--- config.mk ---
export PLATFORM = sky130hd
export DESIGN_NAME = music_score_player
export DESIGN_NICKNAME = d
export VERILOG_FILES = /design/src/rtl/music_score_player.sv
export SDC_FILE = /design/constraint.sdc
export NUM_CORES = 1
export LEC_CHECK = 0
export BUFFER_PORTS_ARGS = -buffer_cell sky130_fd_sc_hd__buf_2
export CAP_MARGIN = 0
export CORE_MARGIN = 4
export CORE_UTILIZATION = 50
export CTS_BUF_LIST = sky130_fd_sc_hd__clkbuf_8
export CTS_CLUSTER_DIAMETER = 80
export DETAILED_ROUTE_END_ITERATION = 8
export HOLD_SLACK_MARGIN = 0.03
export PLACE_DENSITY = 0.69
export SLEW_MARGIN = 20
export SYNTH_ARGS = -nofsm -noshare
export SYNTH_HDL_FRONTEND = slang
export SYNTH_SLANG_ARGS = --single-unit
--- constraint.sdc ---
create_clock -name Clock -period 3.45 [get_ports Clock]
set_input_delay 0.1725 -clock Clock [delete_from_list [all_inputs] [get_ports Clock]]
set_output_delay 0.1725 -clock Clock [all_outputs]
set_load 0.02 [all_outputs]
--- src/rtl/music_score_player.sv ---
// music_score_player: walks a score RAM of {key, duration} entries and
// presents each note to a tone generator for duration * BeatCycles cycles.
// Optional build macro SCORE_LOOP_EN: when defined, playback restarts from
// address 0 after the end of the score instead of returning to idle.
module music_score_player #(
    parameter int DataLength  = 4,
    parameter int AddressBits = 5,
    parameter int MemorySize  = 20,
    parameter int BeatCycles  = 25000000
) (
    input  logic                   Clock,
    input  logic                   Reset,
    input  logic                   Start,
    input  logic                   Stop,
    input  logic [DataLength-1:0]  ScoreKey,
    input  logic [DataLength-1:0]  ScoreTime,
    output logic                   ReadOrWrite,
    output logic [AddressBits-1:0] Address,
    output logic [DataLength-1:0]  Key,
    output logic                   Playing,
    output logic                   Done
);

    localparam int PW = (BeatCycles > 1) ? $clog2(BeatCycles) : 1;
    localparam logic [PW-1:0]          PreLast  = PW'(BeatCycles - 1);
    localparam logic [PW-1:0]          PreOne   = PW'(1);
    localparam logic [AddressBits-1:0] LastAddr = AddressBits'(MemorySize - 1);
    localparam logic [AddressBits-1:0] AddrOne  = AddressBits'(1);
    localparam logic [DataLength-1:0]  BeatOne  = DataLength'(1);

    typedef enum logic [2:0] {IDLE, FETCH, LOAD, PLAY, END} state_t;

    state_t                 state, state_d;
    logic [AddressBits-1:0] addr_d;
    logic [DataLength-1:0]  key_d;
    logic [DataLength-1:0]  beat, beat_d;
    logic [PW-1:0]          presc, presc_d;

    // The score is only ever read; Playing and Done are pure state decodes.
    assign ReadOrWrite = 1'b1;
    assign Playing     = (state == PLAY);
    assign Done        = (state == END);

    // State, address, key and note timers.
    always_ff @(posedge Clock or negedge Reset) begin
        if (!Reset) begin
            state   <= IDLE;
            Address <= '0;
            Key     <= '0;
            beat    <= '0;
            presc   <= '0;
        end else begin
            state   <= state_d;
            Address <= addr_d;
            Key     <= key_d;
            beat    <= beat_d;
            presc   <= presc_d;
        end
    end

    // Next-state logic: fetch/load entries, time notes, handle stop and end.
    always_comb begin
        state_d = state;
        addr_d  = Address;
        key_d   = Key;
        beat_d  = beat;
        presc_d = presc;
        if (Stop && state != IDLE) begin
            // Abort wins over everything, including a simultaneous Start.
            state_d = IDLE;
            addr_d  = '0;
            key_d   = '0;
            beat_d  = '0;
            presc_d = '0;
        end else begin
            case (state)
                IDLE: begin
                    key_d = '0;
                    if (Start && !Stop) begin
                        addr_d  = '0;
                        state_d = FETCH;
                    end
                end
                // RAM has one cycle of latency; the address is held here.
                FETCH: state_d = LOAD;
                LOAD: begin
                    if (ScoreKey == '0) begin
                        key_d   = '0;
                        state_d = END;
                    end else if (ScoreTime == '0) begin
                        // Zero-length entry: skip it, previous key keeps sounding.
                        addr_d  = Address + AddrOne;
                        state_d = FETCH;
                    end else begin
                        key_d   = ScoreKey;
                        beat_d  = ScoreTime;
                        presc_d = '0;
                        state_d = PLAY;
                    end
                end
                PLAY: begin
                    if (presc == PreLast) begin
                        presc_d = '0;
                        if (beat == BeatOne) begin
                            beat_d = '0;
                            if (Address == LastAddr) begin
                                key_d   = '0;
                                state_d = END;
                            end else begin
                                // Key keeps the old note through the fetch gap.
                                addr_d  = Address + AddrOne;
                                state_d = FETCH;
                            end
                        end else begin
                            beat_d = beat - BeatOne;
                        end
                    end else begin
                        presc_d = presc + PreOne;
                    end
                end
                END: begin
                    key_d  = '0;
                    addr_d = '0;
`ifdef SCORE_LOOP_EN
                    state_d = FETCH;
`else
                    state_d = IDLE;
`endif
                end
                default: state_d = IDLE;
            endcase
        end
    end

endmodule

# Yosys cells after proc, flatten, opt, wreduce, memory -nomap -nowiden
# Cells that the tools add are included.
# word_totals
elab_cells	74
regBits	41
# op_classes
add_sub_neg	3
n_mux	34
reduce_logical	16
eq_ne	16
# ops
operator	count
$mux 25	4
$pmux 25 s2	1
$mux 4	11
$mux 5	7
$add 25x1->25 const B	1
$eq 25x25->1 const B	1
$pmux 5 s4	1
$mux 3	6
$ne 3x3->1 const B	5
$pmux 3 s4	1
$pmux 4 s3	1
$ne 3x1->1 const B	3
$logic_not 4->1	2
$pmux 4 s2	1
$reduce_and 7->1	1
$eq 3x2->1 const B	2
$reduce_and 3->1	2
$reduce_bool 3->1	2
$add 5x1->5 const B	1
$eq 5x5->1 const B	1
$reduce_and 5->1	1
$reduce_bool 5->1	1
$eq 4x1->1 const B	1
$ne 4x4->1 const B	1
10 further kinds	11

# Depth between registers and ports, before layout
# Gate-level depths: netlist of the first run.
# logic_depth
ltp_word	6
mapped_depth	8
ltp_nobuf	7

# Worst setup path before layout of the first run
# OpenSTA, ideal clock, no wires.
# synth_timing
kind	flip-flop to flip-flop
from	register Address[0]
to	register Address[1]
synth_period_minus_slack_ps	2016
n_path_buf	0
path_slack_ps	1434
setup_time_ps	79
arrival_ps	1937
stages_incl_launch_ff	7
cell_sequence	dfrtp_1 > ha_1 > nor4bb_1 > a21oi_1 > o21ai_2 > a22o_1 > mux2i_1
# synth_via
elab_chain_len	6
word_cells_on_any_way	11
classes_between	add/sub: 1; eq/ne: 2; mux: 7; reduce/logical: 1
# synth_rtl
element	line	source
from (decl)	18	output logic [AddressBits-1:0] Address,
from (signal assigned)	54	Address <= addr_d;
$add 5x1->5	92, 111	
$mux 5	106	if (Address == LastAddr) begin
$mux 5	104	if (beat == BeatOne) begin
$mux 5	102	if (presc == PreLast) begin
$pmux 5 s4	76	case (state)
$mux 5	68	if (Stop && state != IDLE) begin
# Parallel ways exist; a longest one is shown, timed or not. The select of a mux whose other input is x is not followed.
# A chain may end at the register's enable or synchronous reset.

# Final worst setup path of the first run
# layout_timing
from	register presc[0]
to	register beat[2]
# layout_via
elab_chain_len	3
# layout_rtl
element	line	source
from (decl)	37	logic [PW-1:0] presc, presc_d;
from (signal assigned)	57	presc <= presc_d;
$eq 25x25->1	102	
$ne 3x1->1 (no source line)	--	
$reduce_and 4->1 (no source line)	--	
to (signal assigned)	56	beat <= beat_d;
to (decl)	36	logic [DataLength-1:0] beat, beat_d;
# No other way between the ends.

==> key figures, run 1 <==
Critical path
  – Worst endpoint required time: 3.64 ns
  – Max stage delay on crit path: 0.61 ns
  – Arr. time, crit path: 2.83 ns
  – CP max stage cell: nor2_2
  – Critical Path, Cell by Cell: ha_1, nand2_1, nor4_4, a21oi_2, nor2_2, mux2_2
  – Kind of end point of the critical path: flip-flop
  – Worst R2R Setup Slack: 0.81 ns
  – CP bufs+invs: 0
  – Critical Path Fanout Max: 25
  – Worst setup SP type: flip-flop
  – Critical path's top delay family: simple AND/OR/NAND/NOR gates
  – Worst setup path category: flip-flop to flip-flop

Timing
  – Endpoints failing setup: 0
  – Final min period: 2.640 ns
  – Fin Clk Skew: 0.007395 ns
  – Setup tns final: 0 ns
  – Pins over their slew limit: 0
  – Worst rel slew slack: 0.3285
  – Final Hold Violating Endpoints: 0
  – Worst setup margin: 0.8104 ns
  – Least-Margin Pin Slew: 1.007 ns
  – Max Clk Rate: 378.8 MHz
  – Final cycle utilization of the critical path: 0.7651
  – RSZ-0062 raised after global routing: no

Yosys
  – Commonest cells in the synthesized netlist: dfrtp_1, nand2_1, nor2_1
  – Post-Syn Area: 2529 µm²
  – Post-synth top area share: 0.4057
  – Sequential fraction of the synthesis area: 0.4057
  – Post-synth top area cell: dfrtp_1
  – Yosys warns: 0
  – EDFF count, synth: 0
  – Async set-reset flop share out of synthesis: 1.000
  – Register bit total from synthesis: 41
  – Top FF cell, synth: dfrtp_1
  – Post-Syn Instances: 279
  – Syn nets: 295
  – Top post-synthesis cells by area: dfrtp_1, mux2i_1, nand2_1, a21oi_1, nand3_1
  – Synth cell types: 54
  – Average cell area after synthesis: 9.063 µm²
  – Most frequent cell after synthesis: dfrtp_1

Drt
  – Drt drc: 0
  – Vias per cell: 5.923
  – Vias: 2162
  – Routed wire length: 5352 µm
  – TritonRoute pass-1 iters: 4
  – Post-DRT Antenna Nets: 0
  – Detailed router's first-iteration violation count: 117
  – WL per Instance: 14.66 µm

Clock network
  – Cts hold-fix bufs: 0
  – Num CTS Buffers: 5
  – H-tree lvl count: 2
  – CTS tree: done
  – Root buf cell: clkbuf_8
  – PostCTS Resize Cnt: 0
  – Clock latency on the worst-skew pair: 0.29 ns
  – Clock slew at reported path FFs: 0.08 ns
  – Post-CTS Setup Inserts: 0
  – Clock buffer depth: 2
  – CTS sink count: 41

Power and ir drop
  – Sequential fraction of design power: 0.387
  – Switching Fraction: 0.3508
  – Comb power frac: 0.317
  – Net Sw Power: 0.5457 mW
  – Pwr/cell area: 554.0 nW/µm²
  – Power Internal: 1.010 mW
  – Peak VDD IR: 0.2852 mV
  – Leakage: 1.209 nW
  – Share of total power in the clock network: 0.295

Flow run
  – Max_cap viols: 0

Finish
  – Nets: 313
  – Share of layout cells above drive strength 1: 0.1544
  – Design area: 2808 µm²
  – Final Util: 0.5829
  – Layout area overhead: 11.03%
  – Antenna diode count: 0

GRT
  – Vias in the first global route: 1898
  – First-pass GRT wire length: 9121 µm
  – Largest net degree at the start of global routing: 42
  – Tot GR Track Use: 0.1822
  – Initial antenna violation count: 0
  – Grt total ovfl: 0

Placement
  – HPWL after DPL: 3776 µm
  – Worst slack at placement: 0.8278 ns
  – Gpl congestion: 0.8253
  – I/O Buffers: 22
  – Dpl cell area: 2674 µm²

Floorplanning
  – Ports: 24
  – Core box area: 4817 µm²
  – Initial Utilization: 0.5249
  – Full die area: 6259 µm²
  – Die W: 79.12 µm
  – Site Rows: 25
  – Die Y: 79.12 µm

Min path
  – Worst min path class: input pin to async pin

Run status
  – Status: completed
## cells in the final DEF (no fill, tap or decap), types with 7 or more instances in the layout
cell type  count
nor3_1         8
nor2_1        20
buf_2         22
mux2i_1       14
o21ai_0       15
dfrtp_1       41
a21oi_1       18
inv_1         10
and3_1         7
nand2_1       26
nand3_1       18
## cell families after synthesis
| kind of cell | Yosys count | synth area share |
|---|---|---|
| mux | 17 | 0.06878 |
| other cells | 1 | 0.001483 |
| buf+inv | 23 | 0.04008 |
| xor+xnor | 5 | 0.01732 |
| compound gates | 68 | 0.1791 |
| flops | 41 | 0.4057 |
| fa+ha+maj | 4 | 0.01979 |
| simple gates | 120 | 0.2677 |
## state kept, by name, indices dropped and copies added, names as in the netlist
signal,count
Address,5
Key,4
presc,25
state,3
beat,4
## power groups by stage
stage               Sequential (mW)  Clock (mW)  Combinational [mW]
finish                        0.602       0.460               0.494
global route                  0.614       0.491               0.554
CTS                           0.600       0.470               0.495
detailed placement            0.610           0               0.494
global placement              0.608           0               0.491
floorplan                     0.600           0               0.388
## routing by layer
| layer | vias to the layer above | routed length (µm) | track usage |
|---|---|---|---|
| met2 | 67 | 2346 | 0.2601 |
| met1 | 1006 | 2672 | 0.2699 |
| met3 | 9 | 254 | 0.03968 |
| met5 | - | 0 | 0 |
| met4 | 0 | 79 | 0.06529 |
| li1 | 1080 | - | - |
## final cells by class
class                           count  area [µm²]
Clock inverter                      3       65.06
Sequential cell                    41        1026
Tap cell                           67       83.83
Clock buffer                        5       68.82
Timing Repair Buffer               24       125.1
Multi-Input combinational cell    215        1401
Inverter                           10       37.54
Fill cell                         440        2009
## worst paths after layout
check / start / endpoint / depth (start not counted)
setup reg to reg: presc[0]$_DFFE_PN0P_ / beat[2]$_DFFE_PN0P_ / 6
setup / recovery: presc[0]$_DFFE_PN0P_ / beat[2]$_DFFE_PN0P_ / 6
hold reg to reg: Key[0]$_DFFE_PN0P_ / Key[0]$_DFFE_PN0P_ / 2
min in group Clock: ScoreKey[1] / Key[1]$_DFFE_PN0P_ / 3
hold / removal: Reset / presc[3]$_DFFE_PN0P_ / 1
max in group asynchronous: Reset / Address[4]$_DFFE_PN0P_ / 1
## stage by stage
step | hold WS [ns] | power (mW) | std cells
2_1_floorplan | -0.1231 | 0.9875 | 279
3_3_place_gp | 0.3673 | 1.099 | 357
3_5_place_dp | 0.3665 | 1.104 | 357
4_1_cts | 0.04232 | 1.565 | 365
5_1_grt | 0.09307 | 1.658 | 365
6_report | 0.01076 | 1.556 | 365
Power figures use the tool's default switching activity.
==> inputs of run 2 (changes only) <==
==> constraint.sdc (replaced) <==
create_clock -name Clock -period 2.55 [get_ports Clock]
set_input_delay 0.1275 -clock Clock [delete_from_list [all_inputs] [get_ports Clock]]
set_output_delay 0.1275 -clock Clock [all_outputs]
set_load 0.02 [all_outputs]
==> run 2 against run 1 <==
- die area stayed put
- non-clock buffer count up 3
- worst setup slack got worse by 0.42 ns
- largest cell class unchanged
- register-to-register slack lost 0.42 ns
- power increased by 29%
- clock-buffer cell count stayed put
- first-iteration DRC count grew 21%
- sequential share of layout area unchanged
- combinational power is 40% higher
- maximum frequency increased by 22%
- via count is 0.23% lower
- wire length up 1.1%
==> key figures, run 2 (synthesis gave the netlist of run 1 again) <==
Run status
  – Status: completed

Flow run
  – Max_cap viols: 0

Timing
  – Worst rel slew slack: 0.3941
  – Fin Clk Skew: 0.007715 ns
  – RSZ-0062 raised after global routing: no
  – Pins over their slew limit: 0
  – Setup tns final: 0 ns
  – Max Clk Rate: 463.2 MHz
  – Hold slack: 0.09747 ns
  – Final cycle utilization of the critical path: 0.8466
  – Endpoints failing setup: 0
  – Final Hold Violating Endpoints: 0
  – Least-Margin Pin Slew: 0.9088 ns
  – Final min period: 2.159 ns

Clock network
  – Clock latency on the worst-skew pair: 0.29 ns
  – Clock buffer depth: 2
  – CTS tree: done
  – CTS sink count: 41
  – H-tree lvl count: 2
  – Post-CTS Setup Inserts: 0
  – Num CTS Buffers: 5
  – Clock slew at reported path FFs: 0.08 ns
  – Root buf cell: clkbuf_8

Floorplanning
  – Initial Utilization: 0.5249
  – Full die area: 6259 µm²
  – Die W: 79.12 µm
  – Core box area: 4817 µm²
  – Site Rows: 25
  – Die Y: 79.12 µm
  – Ports: 24

Drt
  – Vias per cell: 5.877
  – Detailed router's first-iteration violation count: 142
  – WL per Instance: 14.74 µm
  – Vias: 2157
  – Post-DRT Antenna Nets: 0
  – TritonRoute pass-1 iters: 4
  – Routed wire length: 5410 µm
  – Drt drc: 0

Power and ir drop
  – Total chip power: 2.008 mW
  – Peak VDD IR: 0.4136 mV
  – Pwr/cell area: 715.3 nW/µm²
  – Leakage: 1.209 nW

Finish
  – Layout area overhead: 11.03%
  – Share of layout cells above drive strength 1: 0.1600
  – Most frequent cells in the layout: dfrtp_1, nand2_1, buf_2
  – Most flops, register: presc
  – Antenna diode count: 0
  – Most common cell after layout, fill and taps aside: dfrtp_1
  – Multi-input gate area: 1406 µm²
  – Max reg flops: 25
  – Layout fillers: 451
  – Nets: 316
  – Largest registers: presc x25, Address x5
  – Reg area: 1026 µm²

Critical path
  – Kind of end point of the critical path: flip-flop
  – Worst endpoint required time: 2.77 ns
  – Arr. time, crit path: 2.38 ns
  – Critical Path Fanout Max: 13
  – Worst setup SP type: flip-flop
  – Worst setup path category: flip-flop to flip-flop
  – Worst R2R Setup Slack: 0.39 ns

GRT
  – Initial antenna violation count: 0
  – Tot GR Track Use: 0.1818
  – Largest net degree at the start of global routing: 42
  – Grt total ovfl: 0
  – First-pass GRT wire length: 9183 µm
  – Vias in the first global route: 1951

Min path
  – Worst min path class: input pin to flip-flop

Placement
  – I/O Buffers: 22
  – HPWL after DPL: 3849 µm
  – Gpl congestion: 0.8674
-- run 2: changes by cell type in the layout (fill, tap and decap cells not counted), sizes merged --
cell / before / now
buf: 24 / 26
dlygate4sd3: 0 / 1
bufinv: 2 / 1
-- run 2: cell type report --
type / count / area share
inverter: 10 / 0.01337
tap: 67 / 0.02986
clock buffer: 5 / 0.02451
clock inverter: 2 / 0.01248
multi-input combinational: 215 / 0.5009
sequential: 41 / 0.3654
timing repair buffer: 27 / 0.05348
-- run 2: metal layers --
layer	global-route usage	part of all wire	up-vias
li1	-	-	1079
met1	0.2574	0.48	1033
met2	0.2896	0.47	38
met3	0.03061	0.036	7
met4	0.04639	0.010	0
met5	0	0	-
-- run 2: critical path: stages (launching register included) --
cell and delay, ns:
dfrtp_1 0.39, ha_1 0.23, nand2_1 0.14, nor4_1 0.38, nand3_2 0.25, or4_1 0.53
a21oi_1 0.16
-- run 2: timing repair --
| action | in CTS | in global routing |
|---|---|---|
| gates resized for setup | 0 | 1 |
| endpoints found under the setup margin | 0 | 1 |
| hold buffers | 1 | 0 |
| hold endpoints to repair | 41 | 0 |
-- run 2: stage by stage --
stage               area (µm²)    util  std cells  worst slack (ns)
floorplan                 2529       -        279            0.5341
global placement          2689  0.5582        359            0.4214
detailed placement        2689  0.5582        359            0.3394
CTS                       2803  0.5818        367            0.3054
global route              2808  0.5829        367           0.09257
finish                    2808  0.5829        367            0.3911
-- run 2: final timing paths --
path	from	end	cells after the start
worst max register to register	presc[0]$_DFFE_PN0P_	presc[22]$_DFFE_PN0P_	6
worst max-delay path	presc[0]$_DFFE_PN0P_	presc[22]$_DFFE_PN0P_	6
max in group asynchronous	Reset	state[1]$_DFFE_PN0P_	2
worst min-delay path	ScoreKey[2]	Key[2]$_DFFE_PN0P_	3
worst min register to register	Key[3]$_DFFE_PN0P_	Key[3]$_DFFE_PN0P_	2
min in group asynchronous	Reset	presc[0]$_DFFE_PN0P_	2
-- run 2: power by group --
group / total (mW) / switching (mW) / leakage (nW) / internal (mW)
Sequential: 0.812 / 0.0887 / 0.561 / 0.724
Clock: 0.506 / 0.221 / 0.0540 / 0.285
Combinational: 0.690 / 0.423 / 0.594 / 0.267
Total: 2.01 / 0.733 / 1.21 / 1.28
